--- config.mk ---
export PLATFORM = sky130hd
export DESIGN_NAME = product_accumulator
export DESIGN_NICKNAME = d
export VERILOG_FILES = /design/src/rtl/product_accumulator.sv
export SDC_FILE = /design/constraint.sdc
export NUM_CORES = 1
export LEC_CHECK = 0
export ABC_AREA = 0
export CAP_MARGIN = 10
export CORE_MARGIN = 1.5
export CORE_UTILIZATION = 51
export CTS_BUF_LIST = sky130_fd_sc_hd__clkbuf_2
export CTS_CLUSTER_DIAMETER = 30
export CTS_CLUSTER_SIZE = 8
export DETAILED_ROUTE_END_ITERATION = 6
export GPL_TIMING_DRIVEN = 1
export HOLD_SLACK_MARGIN = 0.02
export PLACE_DENSITY = 0.92
export SLEW_MARGIN = 20
export SYNTH_ARGS = -nofsm -noshare
export SYNTH_HDL_FRONTEND = slang
export SYNTH_SLANG_ARGS = --single-unit
--- constraint.sdc ---
create_clock -name clk -period 2.43 [get_ports clk]
set_input_delay 0.3645 -clock clk [delete_from_list [all_inputs] [get_ports clk]]
set_output_delay 0.3645 -clock clk [all_outputs]
set_load 0.05 [all_outputs]
--- src/rtl/product_accumulator.sv ---
// product_accumulator: sums a burst of 8-bit multiplier products into a
// saturating ACC_W-bit accumulator, then presents the sum over valid/ready.
module product_accumulator #(
    parameter int ACC_W = 16,
    parameter int LEN_W = 4
) (
    input  logic             clk,
    input  logic             rst_n,
    input  logic             start,
    input  logic [LEN_W-1:0] len,
    input  logic [7:0]       p_in,
    input  logic             p_valid,
    output logic             p_ready,
    output logic [ACC_W-1:0] acc_out,
    output logic             sat,
    output logic             out_valid,
    input  logic             out_ready,
    output logic             busy
);

    typedef enum logic [1:0] {
        IDLE = 2'd0,
        ACC  = 2'd1,
        DONE = 2'd2
    } state_t;

    state_t           state, state_nxt;
    logic [ACC_W-1:0] acc;
    logic             sat_r;
    // One extra bit so len=0 can hold the full 2^LEN_W count.
    logic [LEN_W:0]   remaining;

    logic             xfer;
    logic             last;
    logic [ACC_W:0]   sum;
    logic [LEN_W:0]   len_cnt;

    assign xfer    = p_valid && (state == ACC);
    assign last    = (remaining == {{LEN_W{1'b0}}, 1'b1});
    // Carry bit of the widened sum flags overflow past 2^ACC_W-1.
    assign sum     = {1'b0, acc} + {{(ACC_W - 7){1'b0}}, p_in};
    assign len_cnt = (len == '0) ? {1'b1, {LEN_W{1'b0}}} : {1'b0, len};

    // Outputs decode from state only so p_ready never depends on p_valid.
    assign p_ready   = (state == ACC);
    assign out_valid = (state == DONE);
    assign busy      = (state == ACC) || (state == DONE);
    assign acc_out   = acc;
    assign sat       = sat_r;

    // State register.
    always_ff @(posedge clk or negedge rst_n) begin
        if (!rst_n) state <= IDLE;
        else        state <= state_nxt;
    end

    // Next-state logic; start is honoured only in IDLE.
    always_comb begin
        state_nxt = state;
        case (state)
            IDLE: if (start)            state_nxt = ACC;
            ACC:  if (xfer && last)     state_nxt = DONE;
            DONE: if (out_ready)        state_nxt = IDLE;
            default:                    state_nxt = IDLE;
        endcase
    end

    // Datapath: clear on accepted start, accumulate with saturation on transfer.
    always_ff @(posedge clk or negedge rst_n) begin
        if (!rst_n) begin
            acc       <= '0;
            sat_r     <= 1'b0;
            remaining <= '0;
        end else if (state == IDLE && start) begin
            acc       <= '0;
            sat_r     <= 1'b0;
            remaining <= len_cnt;
        end else if (xfer) begin
            remaining <= remaining - 1'b1;
            if (sum[ACC_W]) begin
                acc   <= '1;
                sat_r <= 1'b1;
            end else begin
                acc   <= sum[ACC_W-1:0];
            end
        end
    end

endmodule

After elaboration in Yosys (flattened, before gate mapping) --
Cells that the tools add are included.
Storage, ports and cells: flip-flop bits (word level) 24, input port bits 17, output and inout port bits 20, word-level logic and storage cells 35
Cells by class: add/sub/neg operators 2, eq/ne operators 6, mux-type cells 13, reductions and logical operators 10
Operators with widths (number):
- two-way mux 16 bit | 3
- adder 16 x 8 -> 17 bit | 1
- two-way mux 5 bit | 3
- two-way mux 2 bit | 3
- case mux 2 bit (3 select lines) | 1
- == test 5 x 1 -> 1 bit (second input constant) | 1
- subtractor 5 x 1 -> 5 bit (second input constant) | 1
- zero test 4 bit | 1
- inequality test 2 x 1 -> 1 bit (second input constant) | 2
- nonzero test 2 bit | 2
- logical AND 1 bit | 3
- two-way mux 1 bit | 3
- AND reduction 3 bit | 1
- == test 2 x 1 -> 1 bit (second input constant) | 1
- == test 2 bit (second input constant) | 1
- zero test 2 bit | 1
- inequality test 2 bit (second input constant) | 1
- AND reduction 2 bit | 1
- logical OR 1 bit | 1

Logic depth before layout (Yosys ltp) --
depth after elaboration 5, gate-level depth with buffers 8, mapped depth without buffers 7

Worst setup path after synthesis --
Ideal clock, no wire load.
path kind register to register, start point register acc[0] (netlist: acc_out[0]), end point register acc[7] (netlist: acc_out[7]), library setup time 135 ps, data arrival time 2328 ps, required time 2295 ps, setup slack -33 ps, cell stages (with the launch flop) 8, path buffers 0, period minus slack after synthesis 2463 ps, cell sequence dfrtp_1 > ha_1 > fa_1 > a21o_1 > a221oi_2 > o21ai_0 > a221oi_2 > o32ai_1
On the way: cells in the longest elaborated chain, start to end 4
RTL lines:
- start: declaration | line 28 | logic [ACC_W-1:0] acc;
- start signal: assignment | line 84 | acc <= sum[ACC_W-1:0];
- adder 16 x 8 -> 17 bit | line 41 | assign sum = {1'b0, acc} + {{(ACC_W - 7){1'b0}}, p_in};
- two-way mux 16 bit | line 80 | if (sum[ACC_W]) begin
- two-way mux 16 bit | line 78 | end else if (xfer) begin
- two-way mux 16 bit | line 74 | end else if (state == IDLE && start) begin
Every way passes these cells. The select of a mux whose other input is x is not followed. A chain may end at the register's enable or synchronous reset.

Worst setup path in the final report --
start point register acc[0] (netlist: acc_out[0]), end point register acc[12] (netlist: acc_out[12])
Same word-level chain as after synthesis.

==> summary.txt <==
Status
  • Status: finished clean

Global route
  • Tot GR Track Use: approximately 24%
  • Remaining Overflow, GRT: 0
  • Number of global-route vias before repair: 1423
  • Largest net degree at the start of global routing: 25
  • Global-route wire length before repair: about 6.4 mm
  • Initial antenna violation count: 0

Cells and area
  • Area Growth Syn to Fin: 33.5%
  • Final nets: 258
  • Antenna cells: 0
  • Post-layout util: 71.2%
  • Layout cells sized above 1: 14.7%
  • Cell area after layout: approximately 2200 um^2

Synth
  • Synth unique cells: 41
  • Sequential element share of the synthesized area: a little under two fifths
  • Commonest cells post-synth: dfrtp_1, a21oi_1, o21ai_0, ha_1
  • Syn Nets: 206
  • Cell Area, Synth: 1620 um^2
  • Post-Syn Instances: 174
  • Flops & latches, synth: 24
  • Top_reg_cell synth: dfrtp_1
  • Post-synth EDFFs: 0
  • Top-area cell type share of the netlist area: 37.2%
  • Async S/R FF share, synth: 100%
  • Syn. warnings: 0
  • Top-count cell post-synth: dfrtp_1
  • Largest cells by area after synthesis: dfrtp_1, ha_1, a21oi_1
  • Yosys top cell by area: dfrtp_1
  • Avg Cell Area, Syn: 9.28 um^2

Clock network
  • CTS Buf Count: 3
  • Max H-tree Level: 1
  • Hold buffer count at CTS: 0
  • Clock-pin slew of the registers on the worst-case setup and hold paths: 0.22 ns
  • CTS root buffer: clkbuf_2
  • Clock sink count: 24
  • Clk_lat worst skew: 0.36 ns
  • Max Root-Sink Buffers: 2
  • TritonCTS clock tree: yes

Placed design
  • Routability Congestion: about 0.84
  • Port bufs: 36
  • Placed instance area: ~2100 um^2
  • DPL Wire Length: 2.98 mm

Pwr
  • Sequential share of power: between 20% and 30%
  • Leak pwr: between 0.9 and 1 nW
  • Clk pwr share: 6.6%
  • Power per standard cell area: roughly 1100 nW/um^2
  • NetSw: 1.17 mW
  • Sw Ratio: 49.4%
  • Worst vdd ir: ~0.57 mV
  • P_int: 1.20 mW
  • Combinational fraction of design power: 66.0%

Critical path
  • CP Class: reg -> reg
  • Crit path arrival time: between 2 and 3 ns
  • CP Data Required Time: about 2.7 ns
  • Crit. End Element: flop
  • Worst-path fanout max: 8
  • Worst R2R Path Depth: 7
  • Startpoint Class: flop

Die
  • Die width: just under 60 um
  • Core region area: 3030 um^2
  • Initial Utilization: 53.3%
  • Die Ht: between 50 and 60 um
  • IO Pins: 37
  • Row count: 20
  • Die area: 3510 um^2

Timing
  • Final cycle utilization of the critical path: roughly 96%
  • Unrepaired setup endpoints after global routing: yes
  • Setup TNS: 0 ns
  • Fmax: 428 MHz
  • Clk_skew: just over 0.01 ns
  • Slew HR: 65.9%
  • Max Slew Vio Count: 0
  • Final Hold Viols: 0
  • Endpoints failing setup: 0
  • Worst Tran Pin Value: 0.510 ns
  • Final worst path period need: approximately 2.3 ns

Drt
  • Routed WL: 3.88 mm
  • Final ANT Viol Nets: 0
  • First-iteration detailed-routing DRC count: between 100 and 150
  • First drt pass iteration count: 5
  • Via count: 1525
  • Wire per inst: between 10 and 15 um
  • DRC viols: 0
  • DR vias/cell: 5.67

Worst hold path
  • HP Class: in -> async

Job
  • Max-Cap Viols: 0
[layer usage]
layer | global-route usage [%] | up-vias | share of wire [%]
met3 | 4.80 | 5 | 5.9
met4 | 5.84 | 0 | 1.1
met2 | 39.4 | 58 | 47
met5 | 0 | - | 0
li1 | - | 738 | -
met1 | 32.5 | 724 | 46
[cell type report]
cell class | count | area [um^2]
repair buffers | 53 | 490
multi-input cells | 135 | 957
clock buffers | 3 | 15.0
fillers | 227 | 871
flip-flops and latches | 24 | 602
clock inverters | 1 | 3.75
inverters | 9 | 33.8
well taps | 44 | 55.1
[kinds of logic (layout without fill, tap and decap cells)]
logic type	count (synthesis)	after routing	share of synthesized area [%]
XOR/XNOR	10	10	5.42
AND/OR/NAND/NOR	49	49	16.0
buffers and inverters	15	66	3.56
AO/OA/AOI/OAI	57	57	23.2
adder cells (fa/ha/maj)	15	15	12.1
multiplexers	4	4	2.63
flip-flops	24	24	37.2
[registers in the layout, summed over array words and instances (netlist names)]
register,flops
sat,1
remaining,5
state,2
acc_out,16
[per-stage QoR]
| stage | total power [mW] | setup WS (ns) | cells | hold slack, ns |
|---|---|---|---|---|
| detailed placement | 2.20 | -0.294 | 265 | 0.513 |
| global route | 2.54 | -0.00572 | 269 | 0.339 |
| CTS | 2.37 | 0.0636 | 269 | 0.310 |
| global placement | 2.15 | -0.235 | 265 | 0.488 |
| floorplan | 1.69 | 0.0681 | 174 | 0.0689 |
| finish | 2.37 | 0.0925 | 269 | 0.319 |
[worst max-delay path: stages, from the launching register on]
cell and delay (ns):
dfrtp_2 0.46, ha_1 0.22, fa_1 0.39, a21o_1 0.19
a221oi_2 0.35, o22ai_2 0.24, and4_4 0.25, a211oi_2 0.19
[path summary, 6_finish.rpt]
check	slack [ns]	endpoint	start
setup / recovery	0.09	acc_out[12]$_DFFE_PN0P_	acc_out[0]$_DFFE_PN0P_
hold / removal	0.32	acc_out[5]$_DFFE_PN0P_	rst_n
setup reg to reg	0.09	acc_out[12]$_DFFE_PN0P_	acc_out[0]$_DFFE_PN0P_
hold reg to reg	0.55	acc_out[12]$_DFFE_PN0P_	acc_out[12]$_DFFE_PN0P_
max in group asynchronous	1.84	acc_out[0]$_DFFE_PN0P_	rst_n
min in group clk	0.55	acc_out[12]$_DFFE_PN0P_	acc_out[12]$_DFFE_PN0P_
[repair_timing]
item | in CTS | in global routing
buffers inserted | 0 | 0
endpoints found under the setup margin | 0 | 3
gates resized for setup | 0 | 2
[power by group through the flow]
stage,clock network [mW],registers [mW],logic (mW)
2_1_floorplan,0,0.854,0.834
5_1_grt,0.175,0.665,1.70
3_5_place_dp,0,0.652,1.55
6_report,0.156,0.648,1.56
4_1_cts,0.164,0.646,1.56
3_3_place_gp,0,0.647,1.50
[layout by cell type, fill, tap and decap left out, types with 3 or more instances in the layout]
cell type        count
a211oi_1             3
dfrtp_1             23
nand2_1             12
ha_1                14
nor3_1               3
xor2_1               5
o21ai_0             15
nor4_1               3
clkdlybuf4s50_1     35
a21oi_1             16
buf_4               17
nor2_1              12
a31oi_1              4
inv_1                9
nand3_1              8
xnor2_1              5
clkbuf_2             3
o211ai_1             4
Power figures use the tool's default switching activity.
